[src/rtl/imem_load_ctrl.sv]
// rtl/imem_load_ctrl.sv - instruction memory loader: host byte stream to 32-bit word writes, core reset release
//
// Collects little-endian bytes from a host valid/ready byte stream. It assembles them into
// 32-bit words and writes each word to instruction memory at base_addr + word index.
// When all words are written it releases the core from reset.
//
// Ports:
//   clk, rst_n          clock, asynchronous active-low reset
//   start, abort        begin a load (base_addr/load_len sampled) / cancel it
//   base_addr, load_len first word address and word count
//   byte_valid/_data    host byte stream in; byte_ready out
//   mem_write_*         memory write port (address, data, level enable)
//   cpu_fetch_addr      core fetch address, forwarded to mem_read_addr
//   core_rst_n          core reset, high only once the image is loaded
//   busy, done          load in progress / load complete
module imem_load_ctrl #(
    parameter int DATA_WIDTH = 32,
    parameter int ADDR_WIDTH = 16
) (
    input  logic                  clk,
    input  logic                  rst_n,
    input  logic                  start,
    input  logic                  abort,
    input  logic [ADDR_WIDTH-1:0] base_addr,
    input  logic [ADDR_WIDTH-1:0] load_len,
    input  logic                  byte_valid,
    input  logic [7:0]            byte_data,
    output logic                  byte_ready,
    output logic [ADDR_WIDTH-1:0] mem_write_addr,
    output logic [DATA_WIDTH-1:0] mem_write_data,
    output logic                  mem_write_en,
    input  logic [ADDR_WIDTH-1:0] cpu_fetch_addr,
    output logic [ADDR_WIDTH-1:0] mem_read_addr,
    output logic                  core_rst_n,
    output logic                  busy,
    output logic                  done
);

    typedef enum logic [1:0] {
        S_IDLE    = 2'd0,
        S_COLLECT = 2'd1,
        S_WRITE   = 2'd2,
        S_DONE    = 2'd3
    } state_t;

    state_t                  state_q, state_d;
    logic [1:0]              byte_cnt_q, byte_cnt_d;
    logic [ADDR_WIDTH-1:0]   word_idx_q, word_idx_d;
    logic [ADDR_WIDTH-1:0]   len_q, len_d;
    logic [ADDR_WIDTH-1:0]   base_q, base_d;
    logic [23:0]             partial_q, partial_d;
    logic [ADDR_WIDTH-1:0]   wr_addr_q, wr_addr_d;
    logic [DATA_WIDTH-1:0]   wr_data_q, wr_data_d;
    logic                    wr_en_q, wr_en_d;
    logic                    byte_ready_q, byte_ready_d;
    logic                    busy_q, busy_d;
    logic                    done_q, done_d;
    logic                    core_rst_n_q, core_rst_n_d;

    // State and datapath registers
    always_ff @(posedge clk or negedge rst_n) begin
        if (!rst_n) begin
            state_q      <= S_IDLE;
            byte_cnt_q   <= '0;
            word_idx_q   <= '0;
            len_q        <= '0;
            base_q       <= '0;
            partial_q    <= '0;
            wr_addr_q    <= '0;
            wr_data_q    <= '0;
            wr_en_q      <= 1'b0;
            byte_ready_q <= 1'b0;
            busy_q       <= 1'b0;
            done_q       <= 1'b0;
            core_rst_n_q <= 1'b0;
        end else begin
            state_q      <= state_d;
            byte_cnt_q   <= byte_cnt_d;
            word_idx_q   <= word_idx_d;
            len_q        <= len_d;
            base_q       <= base_d;
            partial_q    <= partial_d;
            wr_addr_q    <= wr_addr_d;
            wr_data_q    <= wr_data_d;
            wr_en_q      <= wr_en_d;
            byte_ready_q <= byte_ready_d;
            busy_q       <= busy_d;
            done_q       <= done_d;
            core_rst_n_q <= core_rst_n_d;
        end
    end

    // Next state and datapath updates
    always_comb begin
        state_d    = state_q;
        byte_cnt_d = byte_cnt_q;
        word_idx_d = word_idx_q;
        len_d      = len_q;
        base_d     = base_q;
        partial_d  = partial_q;
        wr_addr_d  = wr_addr_q;
        wr_data_d  = wr_data_q;

        case (state_q)
            S_IDLE, S_DONE: begin
                if (start) begin
                    base_d     = base_addr;
                    len_d      = load_len;
                    word_idx_d = '0;
                    byte_cnt_d = '0;
                    state_d    = (load_len == '0) ? S_DONE : S_COLLECT;
                end
            end
            S_COLLECT: begin
                // Abort wins over a byte offered in the same cycle; that byte stays with the host.
                if (abort) begin
                    byte_cnt_d = '0;
                    state_d    = S_IDLE;
                end else if (byte_valid) begin
                    if (byte_cnt_q == 2'd3) begin
                        // Address/data only change here, so they are stable across the write cycle.
                        wr_addr_d  = base_q + word_idx_q;
                        wr_data_d  = {byte_data, partial_q};
                        byte_cnt_d = '0;
                        state_d    = S_WRITE;
                    end else begin
                        case (byte_cnt_q)
                            2'd0:    partial_d[7:0]   = byte_data;
                            2'd1:    partial_d[15:8]  = byte_data;
                            default: partial_d[23:16] = byte_data;
                        endcase
                        byte_cnt_d = byte_cnt_q + 2'd1;
                    end
                end
            end
            S_WRITE: begin
                // The write itself always completes; abort only changes where we go next.
                word_idx_d = word_idx_q + ADDR_WIDTH'(1);
                if (abort) begin
                    state_d = S_IDLE;
                end else if (word_idx_q + ADDR_WIDTH'(1) == len_q) begin
                    state_d = S_DONE;
                end else begin
                    state_d = S_COLLECT;
                end
            end
            default: state_d = S_IDLE;
        endcase
    end

    // Outputs decoded from the next state so the registered copies line up with state_q
    always_comb begin
        byte_ready_d = (state_d == S_COLLECT);
        wr_en_d      = (state_d == S_WRITE);
        busy_d       = (state_d == S_COLLECT) || (state_d == S_WRITE);
        done_d       = (state_d == S_DONE);
        core_rst_n_d = (state_d == S_DONE);
    end

    assign byte_ready     = byte_ready_q;
    assign mem_write_addr = wr_addr_q;
    assign mem_write_data = wr_data_q;
    assign mem_write_en   = wr_en_q;
    assign busy           = busy_q;
    assign done           = done_q;
    assign core_rst_n     = core_rst_n_q;
    assign mem_read_addr  = cpu_fetch_addr;

endmodule

[config.mk]
export PLATFORM = sky130hd
export DESIGN_NAME = imem_load_ctrl
export DESIGN_NICKNAME = d
export VERILOG_FILES = /design/src/rtl/imem_load_ctrl.sv
export SDC_FILE = /design/constraint.sdc
export NUM_CORES = 1
export LEC_CHECK = 0
export CORE_MARGIN = 8
export CORE_UTILIZATION = 54
export CTS_BUF_LIST = sky130_fd_sc_hd__clkbuf_8
export DETAILED_ROUTE_END_ITERATION = 7
export MAX_ROUTING_LAYER = met4
export PLACE_DENSITY = 0.85
export SYNTH_ARGS = -nofsm -noshare
export SYNTH_HDL_FRONTEND = slang
export SYNTH_SLANG_ARGS = --single-unit
export TNS_END_PERCENT = 10
[constraint.sdc]
create_clock -name clk -period 2.59 [get_ports clk]
set_input_delay 0.518 -clock clk [delete_from_list [all_inputs] [get_ports clk]]
set_output_delay 0.518 -clock clk [all_outputs]
set_load 0.01 [all_outputs]
---- Yosys cells after proc, flatten, opt, wreduce, memory -nomap -nowiden ----
Cells that the tools add are included.
storage, ports and cells
  register bits after elaboration ......... 128
  input bits .............................. 61
cells by class
  $add $sub $neg .......................... 3
  equal/unequal tests ..................... 11
  multiplexer cells ....................... 15
  bitwise gates (word level) .............. 3
  reduce and logical (&&, ||, !) cells .... 15
operators by type and width
  kind                   number
  $pmux 16 s2            1
  $mux 2                 11
  $add 16x1->16 const B  1
  $add 16x16->16         1
  $eq 16x16->1           1
  $logic_not 16->1       1
  $mux 16                1
  $reduce_and 5->1       3
  $eq 2x2->1 const B     5
  $eq 2x1->1 const B     3
  $pmux 2 s3             1
  $logic_not 2->1        2
  $pmux 2 s2             1
  $reduce_and 2->1       2
  $reduce_and 4->1       1
  $reduce_bool 2->1      2
  $reduce_or 2->1        2
  $ne 3x3->1 const B     1
  $not 1->1              3
  $reduce_and 3->1       1
  $add 2x1->2 const B    1
  $ne 2x2->1 const B     1
  $logic_or 1x1->1       1

---- Depth between registers and ports, before layout ----
  word-level depth ........................ 7
  gate-level depth with buffers ........... 11
  depth with buffers taken out ............ 9

---- Worst setup path before layout ----
No wires, ideal clock.
  path type ............................... register to register
  from .................................... register word_idx_q[0]
  to ...................................... register busy_q, in the netlist busy
  library setup time ...................... 0.113 ns
  arrival ................................. 2.269 ns
  slack ................................... 0.208 ns
  cell stages (with the launch flop) ...... 11
  clock period less this slack ............ 2.382 ns
  path through ............................ dfrtp_1 ha_1 and3_1 buf_2 and3_1 buf_2 nand3_1 a22o_1 o41a_1 ha_1 inv_1
between the ends
  cells in the longest elaborated chain, start to end .. 7
RTL lines
  element                                          line  RTL
  from (decl)                                      48    logic [ADDR_WIDTH-1:0] word_idx_q, word_idx_d;
  from (signal assigned)                           79    word_idx_q <= word_idx_d;
  $add 16x1->16 (*)                                141   end else if (word_idx_q + ADDR_WIDTH'(1) == len_q) begin
  $eq 16x16->1 (*)                                 141
  $mux 2 (*)                                       141
  $mux 2 (*)                                       139   if (abort) begin
  $pmux 2 s3 (*)                                   104   case (state_q)
  $eq 2x1->1 / $eq 2x2->1 (equally long branches)  155   busy_d = (state_d == S_COLLECT) || (state_d == S_WRITE);
  $logic_or 1x1->1 (*)                             155
  named net busy_d                                 56    logic busy_q, busy_d;
  to (signal assigned)                             87    busy_q <= busy_d;
  to (decl)                                        56
The timed path passes the listed nets; every way through them passes the cells marked *.
A chain may end at the register's enable or synchronous reset.

---- Worst setup path in the final report ----
Same ends and word-level chain as after synthesis.

==> flow_metrics.py <==
metrics = {
    "timing": {
        "max_freq_ghz": 0.3995,
        "final.setup.tns_ns": 0,
        "rsz0062_at_grt": "yes",
        "setup_viol": 0,
        "fin_crit_ns": 2.503,
        "fin_skew_ns": 0.008202,
        "finalCritPeriodShare": 0.9663,
        "timing.hold.ws_ns": 0.02464,
        "maxSlewViolCount": 0,
        "hold_viol_final": 0,
        "relSlewSlack": 0.4157,
        "worstMarginPinSlew_ns": 0.8595,
    },
    "die": {
        "fp.dieW_um": 125.5,
        "row_count": 40,
        "die-area_mm2": 0.01576,
        "die_h_um": 125.5,
        "core_area_mm2": 0.01186,
        "ioPinCount": 130,
        "initial_core_util": 0.5462,
    },
    "cells_and_area": {
        "final_nets": 744,
        "n_antenna_cell": 0,
        "stdcell_area_mm2": 0.008044,
        "syn_to_final_growth_pct": 24.16,
        "fin_util": 0.6782,
        "drive_above_1_share": 0.2310,
    },
    "pwr": {
        "pwr_density_cell_mw_per_mm2": 877.4,
        "ir_drop_uv": 701.0,
        "power_mw": 7.058,
        "p_leak_nw": 3.571,
    },
    "logic_synthesis": {
        "postSynthAreaPerCell_um2": 11.51,
        "ys_top_cells_by_count": "dfrtp_1 (128), mux2_2 (90), nand2_1 (37), o21ai_0 (36), xnor2_1 (25)",
        "synth_edf_count": 0,
        "ys_warn_count": 0,
        "netlist_top_cells_area": "dfrtp_1 (49%), mux2_2 (16%), ha_1 (4.6%)",
        "async_flop_share": 1.000,
        "synth_seq_cells": 128,
        "yosysUniqueCellTypes": 58,
        "syn_inst": 563,
        "syn_nets": 649,
        "yosysTopAreaCellShare": 0.4944,
        "netlist_area_mm2": 0.006479,
        "synth.largest_area_cell": "dfrtp_1",
        "yosysMostFrequentCell": "dfrtp_1",
        "ys_seq_area_frac": 0.4944,
        "synthFlopType": "dfrtp_1",
    },
    "routing": {
        "routed_wl_um": 15740,
        "routedWlPerCell_um": 19.24,
        "vias_per_cell": 5.819,
        "drc": 0,
        "drtIter0Drc": 361,
        "wl_met3_um": 1131,
        "drt_pre_antenna_iters": 5,
        "route.vias.total": 4760,
        "met2_length_um": 7671,
        "highest_layer": "met4",
        "drt-met1-wl_um": 6564,
        "ant_nets": 0,
    },
    "cts": {
        "root_buffer": "clkbuf_8",
        "post-cts-setup-buffers": 0,
        "clk_latency_ns": 0.45,
        "clockBufferDepth": 2,
        "cts_buffers": 17,
        "clock_sinks": 128,
        "htree_levels": 4,
        "cts_tree": "built",
        "clk_pin_slew_ns": 0.08,
    },
    "critical_path": {
        "arrival_ns": 2.85,
        "path_max_fanout": 6,
        "path_class": "flip-flop to flip-flop",
        "reg2reg_from": "word_idx_q[0]",
        "endpoint_kind": "flip-flop",
        "crit_path_start_kind": "flip-flop",
        "crit_required_ns": 2.94,
        "critPathLaunch": "word_idx_q[0]",
        "reg2regPathDepth": 9,
    },
    "status": {
        "run_status": "finished, final reports clean",
    },
    "global_route": {
        "grt_usage": 0.2073,
        "grt_pass1_wl_um": 25590,
        "grt_pass1_vias": 5088,
        "grt-ovfl-total": 0,
        "grt_max_degree": 50,
        "antenna_found_initial": 0,
    },
    "placement": {
        "dp.final_hpwl_um": 11340,
        "gp_congestion": 0.9191,
        "dpl_cell_area_mm2": 0.007594,
        "io_buffers": 97,
    },
    "job": {
        "drv_cap": 0,
    },
    "min_path": {
        "worstHoldPathType": "primary input to async pin",
    },
}
==> flip-flops by register name (all words and copies together) (netlist names) <==
signal and flops:
state_q 2, base_q 16, mem_write_data 32, byte_cnt_q 2
core_rst_n 1, mem_write_addr 16, busy 1, partial_q 24
word_idx_q 16, mem_write_en 1, byte_ready 1, len_q 16
==> logic make-up after synthesis <==
group,count (synthesis),synth area share
compound gates,102,0.1053
flops,128,0.4944
buf+inv,58,0.04596
fa+ha+maj,25,0.04944
mux,91,0.1580
xor+xnor,31,0.04191
simple gates,128,0.1051
==> layer usage <==
layer | track usage | up-vias
met1 | 0.2351 | 2357
met3 | 0.07437 | 33
li1 | - | 2208
met5 | - | -
met2 | 0.3293 | 162
met4 | 0.08166 | 0
==> metrics by stage <==
step / cells / setup WS (ns)
6_report: 818 / 0.08717
5_1_grt: 818 / -0.03899
4_1_cts: 818 / 0.01785
3_5_place_dp: 786 / 0.05565
3_3_place_gp: 786 / 0.1436
2_1_floorplan: 563 / 0.2084
==> what timing repair did <==
item	in CTS	in global routing
endpoints found under the hold margin	0	0
hold buffers	0	0
resized for setup	0	5
endpoints found under the setup margin	0	13
==> layout make-up <==
| class | instances | area (um^2) |
|---|---|---|
| repair buffers | 118 | 1164 |
| well taps | 147 | 183.9 |
| flip-flops and latches | 128 | 3204 |
| inverters | 16 | 60.06 |
| fillers | 845 | 3817 |
| clock buffers | 18 | 247.7 |
| clock inverters | 14 | 178.9 |
| multi-input cells | 377 | 3005 |
==> worst max-delay path, cell delays in order, from the launching register on <==
cell	delay, ns
dfrtp_2	0.42
ha_2	0.23
nand3_1	0.14
or3_1	0.42
o211ai_1	0.18
and3_1	0.19
o2111ai_1	0.16
o41a_1	0.36
ha_1	0.28
inv_1	0.04
==> cells in the final DEF, fill, tap and decap left out, types with 13 or more instances in the layout <==
cell type          n
xnor2_1           25
buf_4             19
clkbuf_8          18
nand3_1           19
mux2_2            90
dfrtp_1          127
inv_1             16
ha_1              23
nand2_1           37
nor2_1            15
a21oi_1           13
clkdlybuf4s50_1   96
o21ai_0           36
==> final timing paths <==
kind	to	slack, ns
min in group clk	mem_write_addr[5]	0.49
max reg2reg	busy	0.09
max	busy	0.09
min reg2reg	mem_write_addr[5]	0.49
max in group asynchronous	base_q[14]	1.94
min	mem_write_addr[15]	0.02
==> report_power, final <==
part | internal [mW] | total, mW | leakage (nW) | switching (mW)
clock network | 0.996 | 1.86 | 0.213 | 0.865
logic | 1.20 | 2.16 | 1.70 | 0.966
registers | 2.61 | 3.03 | 1.66 | 0.425
Note: power is estimated with default switching activity, not from simulation.
